File: src/rtl/hazard_unit.sv
// hazard_unit: pipeline interlock for a 5-stage core.
// Tracks the instructions sitting in EXE and MEM, stalls the ID stage on
// data hazards and while a multi-cycle MULT occupies EXE, and flushes IF/ID
// on a taken branch. Keeps a saturating count of stall cycles.
// Build option: define FORWARDING_EN when the datapath forwards results, so
// that only load-use pairs need to stall.
module hazard_unit #(
    parameter int REG_ADDR_LEN = 5,
    parameter int MULT_LAT     = 4
) (
    input  logic                    clk,
    input  logic                    rst,
    input  logic                    id_valid,
    input  logic [REG_ADDR_LEN-1:0] src1,
    input  logic [REG_ADDR_LEN-1:0] src2,
    input  logic                    two_src,
    input  logic                    id_wb_en,
    input  logic                    id_mem_r_en,
    input  logic                    id_is_mult,
    input  logic [REG_ADDR_LEN-1:0] id_dest,
    input  logic                    branch_taken,
    output logic                    hazard_detected,
    output logic                    flush,
    output logic [15:0]             stall_cnt
);

    // Cycles a MULT still holds EXE after the cycle it enters it.
    localparam logic [3:0] MULT_RELOAD = 4'(MULT_LAT - 1);

    typedef struct packed {
        logic                    valid;
        logic                    wb_en;
        logic                    mem_r_en;
        logic [REG_ADDR_LEN-1:0] dest;
    } slot_t;

    slot_t       exe_reg, exe_next;
    slot_t       mem_reg, mem_next;
    slot_t       id_slot;
    logic [3:0]  mult_cnt_reg, mult_cnt_next;
    logic [15:0] stall_cnt_reg, stall_cnt_next;

    logic                         mult_busy;
    logic                         data_hazard;
    logic                         issue;
    logic [1:0][REG_ADDR_LEN-1:0] src_addr;
    logic [1:0]                   src_used;
    logic [1:0]                   exe_hit;
    logic                         slot_bits_unused;

    assign id_slot   = {1'b1, id_wb_en, id_mem_r_en, id_dest};
    assign src_addr  = {src2, src1};
    assign src_used  = {two_src, 1'b1};
    assign mult_busy = (mult_cnt_reg != 4'd0);

    // Per-source match against the EXE slot; register 0 is hardwired and never matches.
    generate
        for (genvar gi = 0; gi < 2; gi++) begin : g_exe_hit
            assign exe_hit[gi] = src_used[gi] && (src_addr[gi] != '0) &&
                                 exe_reg.valid && exe_reg.wb_en &&
                                 (exe_reg.dest == src_addr[gi]);
        end
    endgenerate

`ifdef FORWARDING_EN
    // Results are forwarded, so only a load still in EXE forces a stall.
    assign data_hazard      = (|exe_hit) && exe_reg.mem_r_en;
    assign slot_bits_unused = ^mem_reg;
`else
    logic [1:0] mem_hit;

    // Per-source match against the MEM slot (no forwarding: MEM results also block).
    generate
        for (genvar gi = 0; gi < 2; gi++) begin : g_mem_hit
            assign mem_hit[gi] = src_used[gi] && (src_addr[gi] != '0) &&
                                 mem_reg.valid && mem_reg.wb_en &&
                                 (mem_reg.dest == src_addr[gi]);
        end
    endgenerate

    assign data_hazard      = (|exe_hit) || (|mem_hit);
    assign slot_bits_unused = ^{mem_reg.mem_r_en, exe_reg.mem_r_en};
`endif

    // A taken branch discards the ID instruction, so it can never be the one stalling.
    assign hazard_detected = !rst && !branch_taken &&
                             ((id_valid && data_hazard) || mult_busy);
    assign flush     = branch_taken;
    assign issue     = id_valid && !hazard_detected && !flush;
    assign stall_cnt = stall_cnt_reg;

    // Next-state: slot advance, MULT occupancy countdown and stall counter.
    always_comb begin
        exe_next       = exe_reg;
        mem_next       = mem_reg;
        mult_cnt_next  = mult_cnt_reg;
        stall_cnt_next = stall_cnt_reg;

        if (mult_busy) begin
            // MULT keeps EXE; MEM sees bubbles until it drains.
            mult_cnt_next = mult_cnt_reg - 4'd1;
            mem_next      = '0;
        end else begin
            mem_next = exe_reg;
            if (issue) begin
                exe_next = id_slot;
                if (id_is_mult) begin
                    mult_cnt_next = MULT_RELOAD;
                end
            end else begin
                exe_next = '0;
            end
        end

        if (hazard_detected && (stall_cnt_reg != 16'hFFFF)) begin
            stall_cnt_next = stall_cnt_reg + 16'd1;
        end
    end

    // State registers; reset clears everything, aborting any MULT in flight.
    always_ff @(posedge clk) begin
        if (rst) begin
            exe_reg       <= '0;
            mem_reg       <= '0;
            mult_cnt_reg  <= 4'd0;
            stall_cnt_reg <= 16'd0;
        end else begin
            exe_reg       <= exe_next;
            mem_reg       <= mem_next;
            mult_cnt_reg  <= mult_cnt_next;
            stall_cnt_reg <= stall_cnt_next;
        end
    end

endmodule
File: config.mk
export PLATFORM = sky130hd
export DESIGN_NAME = hazard_unit
export DESIGN_NICKNAME = d
export VERILOG_FILES = /design/src/rtl/hazard_unit.sv
export SDC_FILE = /design/constraint.sdc
export NUM_CORES = 1
export LEC_CHECK = 0
export CAP_MARGIN = 5
export CORE_MARGIN = 10
export CORE_UTILIZATION = 50
export DETAILED_ROUTE_END_ITERATION = 12
export PLACE_DENSITY = 0.78
export REMOVE_ABC_BUFFERS = 1
export SETUP_SLACK_MARGIN = 0.05
export SYNTH_ARGS = -nofsm -noshare
export SYNTH_HDL_FRONTEND = slang
export SYNTH_SLANG_ARGS = --single-unit
export TNS_END_PERCENT = 1
File: constraint.sdc
create_clock -name clk -period 4 [get_ports clk]
set_input_delay 0.6 -clock clk [delete_from_list [all_inputs] [get_ports clk]]
set_output_delay 0.6 -clock clk [all_outputs]
set_load 0.01 [all_outputs]
==> key figures <==
Finish
  • Register area: 681 um2
  • Fin util: 0.632
  • Area added between synthesis and finish: 23.5%
  • Fill count: 340
  • Max reg flops: 16
  • # diodes: 0
  • Area taken by multi-input logic gates: 1240 um2
  • Layout net count: 283
  • Share of post-route cells with drive strength above 1: 0.151
  • Final instance area: 2490 um2
  • Post-route insts no fill: 309

Logic synthesis
  • Synth area leader: dfxtp_1
  • EDFF count, synth: 0
  • Synth Area in Adders: 0.0124
  • Syn Area/Cell: 9.14 um2
  • Register area share after synthesis: 0.337
  • Yosys reg bits: 34
  • Post-synth ARST share: 0
  • Area share of the largest cell type after synthesis: 0.337
  • Most common cell in the netlist: dfxtp_1
  • XOR/XNOR Fraction of Synth Area: 0.0954
  • Synth cell types: 48
  • Largest family of logic cells by synthesized area: simple AND/OR/NAND/NOR gates
  • Synth Area in Compound Gates: 0.134
  • Post-synthesis mux area share: 0.102
  • YS warnings: 0
  • Post-synth top cells: dfxtp_1 (34), nor2_1 (21), nand3_1 (15)
  • Post-synthesis cell count: 221
  • Synth Flop Type: dfxtp_1
  • Ranking of synthesized cells by area: dfxtp_1 (34%), mux2_4 (5.9%), xnor2_1 (5.2%), xor2_1 (4.3%), a21oi_2 (3.9%)
  • Cell area after synthesis: 2020 um2
  • Simple-gate share of the synthesized area: 0.272

STA
  • Clk_skew: 0.00334 ns
  • Worst Max-Slew Pin Slew: 0.761 ns
  • Fmax: 0.291 GHz
  • RSZ-0062 raised after global routing: no
  • Tcrit/Tclk final: 0.860
  • Final Slew Violations: 0
  • Tmin final: 3.44 ns
  • Slew headroom: 0.491
  • # setup viols final: 0
  • Setup TNS: 0 ns
  • Final hold viol count: 0

Min path
  • HP Class: flop to flop

CTS
  • # resized after CTS: 0
  • TritonCTS clock tree: built
  • Clock sink total: 34
  • Worst-Skew Late Latency: 0.28 ns
  • Hold Buf Count CTS: 0
  • H-tree depth: 2
  • CTS max path bufs: 2
  • CTS clk-pin slew, worst paths: 0.07 ns
  • Post-CTS setup buffers: 0
  • CTS root buf: clkbuf_8
  • Total CTS buffers: 5

Critical path
  • CP Launch Type: input port
  • CP Max Fanout: 14
  • Critical path arrival: 2.84 ns
  • Crit Path Class: input port to output port
  • Worst EP required: 3.40 ns
  • CP endpoint kind: output port

Routing
  • DR pass1 iterations: 4
  • Vias per inst: 5.35
  • WL per Instance: 14.5 um
  • DRT Wirelength: 4.47 mm
  • Final ANT Viol Nets: 0
  • Initial DRC count: 88
  • Drc violations: 0
  • Vias after detailed routing: 1653

Global route
  • GR Overflow Total: 0
  • GRT Total Usage: 0.133
  • Global-route wire length before repair: 7.94 mm
  • Largest net degree at the start of global routing: 27
  • Initial antenna violation count: 0
  • Vias in the first global route: 1680

Placed design
  • Port bufs: 39
  • Placed cell count: 301
  • Final Wtd Congestion: 0.818
  • DP Area: 2400 um2
  • Hpwl dp: 3.38 mm

Run
  • # Max-Cap Violations: 0

Floorplanning
  • Total die area: 6980 um2
  • Die height: 83.6 um
  • FP Rows: 23
  • Starting Density: 0.512
  • Core box area: 3940 um2
  • I/O Pins: 41
  • Die W: 83.6 um

Power
  • Total chip power: 0.869 mW
  • Pwr dens: 348 nW/um2
  • Lkg Pwr: 0.925 nW
  • Max VDD drop: 282 uV

Outcome
  • Status: finished, final reports clean
## cells in the final DEF (no fill, tap or decap), drive strengths merged, types with 10 or more instances in the layout
| cell | count |
|---|---|
| clkdlybuf4s50 | 39 |
| dfxtp | 34 |
| nor2 | 21 |
| nand3 | 16 |
| nand2 | 13 |
| nor2b | 13 |
| a21oi | 13 |
| xnor2 | 12 |
| mux2 | 12 |
| xor2 | 10 |
| o21ai | 10 |
## cells by family (layout without fill, tap and decap cells)
family,after synthesis,after routing
AO/OA/AOI/OAI,35,35
AND/OR/NAND/NOR,98,98
multiplexers,16,16
XOR/XNOR,22,22
adder cells (fa/ha/maj),2,2
flip-flops,34,34
buffers and inverters,14,52
## final cells by class
class                   count  area share
well taps                  50      0.0251
clock inverters             1     0.00201
clock buffers               7      0.0346
flip-flops and latches     34       0.273
repair buffers             41       0.163
inverters                   3     0.00452
multi-input cells         173       0.498
## final timing paths
kind	depth (start not counted)	to	slack, ns	startpoint
worst max-delay path	7	hazard_detected	0.56	src1[0]
worst min-delay path	2	stall_cnt[12]	0.48	stall_cnt[12]
worst max register to register	7	stall_cnt[15]	1.69	mult_cnt_reg[0]
worst min register to register	2	stall_cnt[12]	0.48	stall_cnt[12]
## report_power, final
part           internal, mW  total [mW]  switching (mW)
combinational         0.100       0.218           0.118
clock                 0.139       0.260           0.122
sequential            0.367       0.390          0.0232
total                 0.606       0.869           0.263
## routing by layer
metal | wire [um] | GRT usage
met2 | 2050 | 0.217
met4 | 69 | 0.0533
met5 | 0 | 0
met3 | 260 | 0.0430
met1 | 2090 | 0.156
## metrics by stage
stage	setup slack [ns]	hold WS (ns)
after global placement	0.560	0.467
after CTS	0.553	0.483
after floorplan	1.66	0.452
final	0.561	0.483
after global routing	0.416	0.533
after detailed placement	0.560	0.486
## critical path, stage by stage
cell             delay, ns
clkdlybuf4s50_1       0.54
xnor2_1               0.14
nand4_1               0.12
o32a_1                0.37
o22a_4                0.30
a21oi_2               0.21
clkdlybuf4s50_1       0.56
No activity file was read; power rests on OpenSTA's default activity.
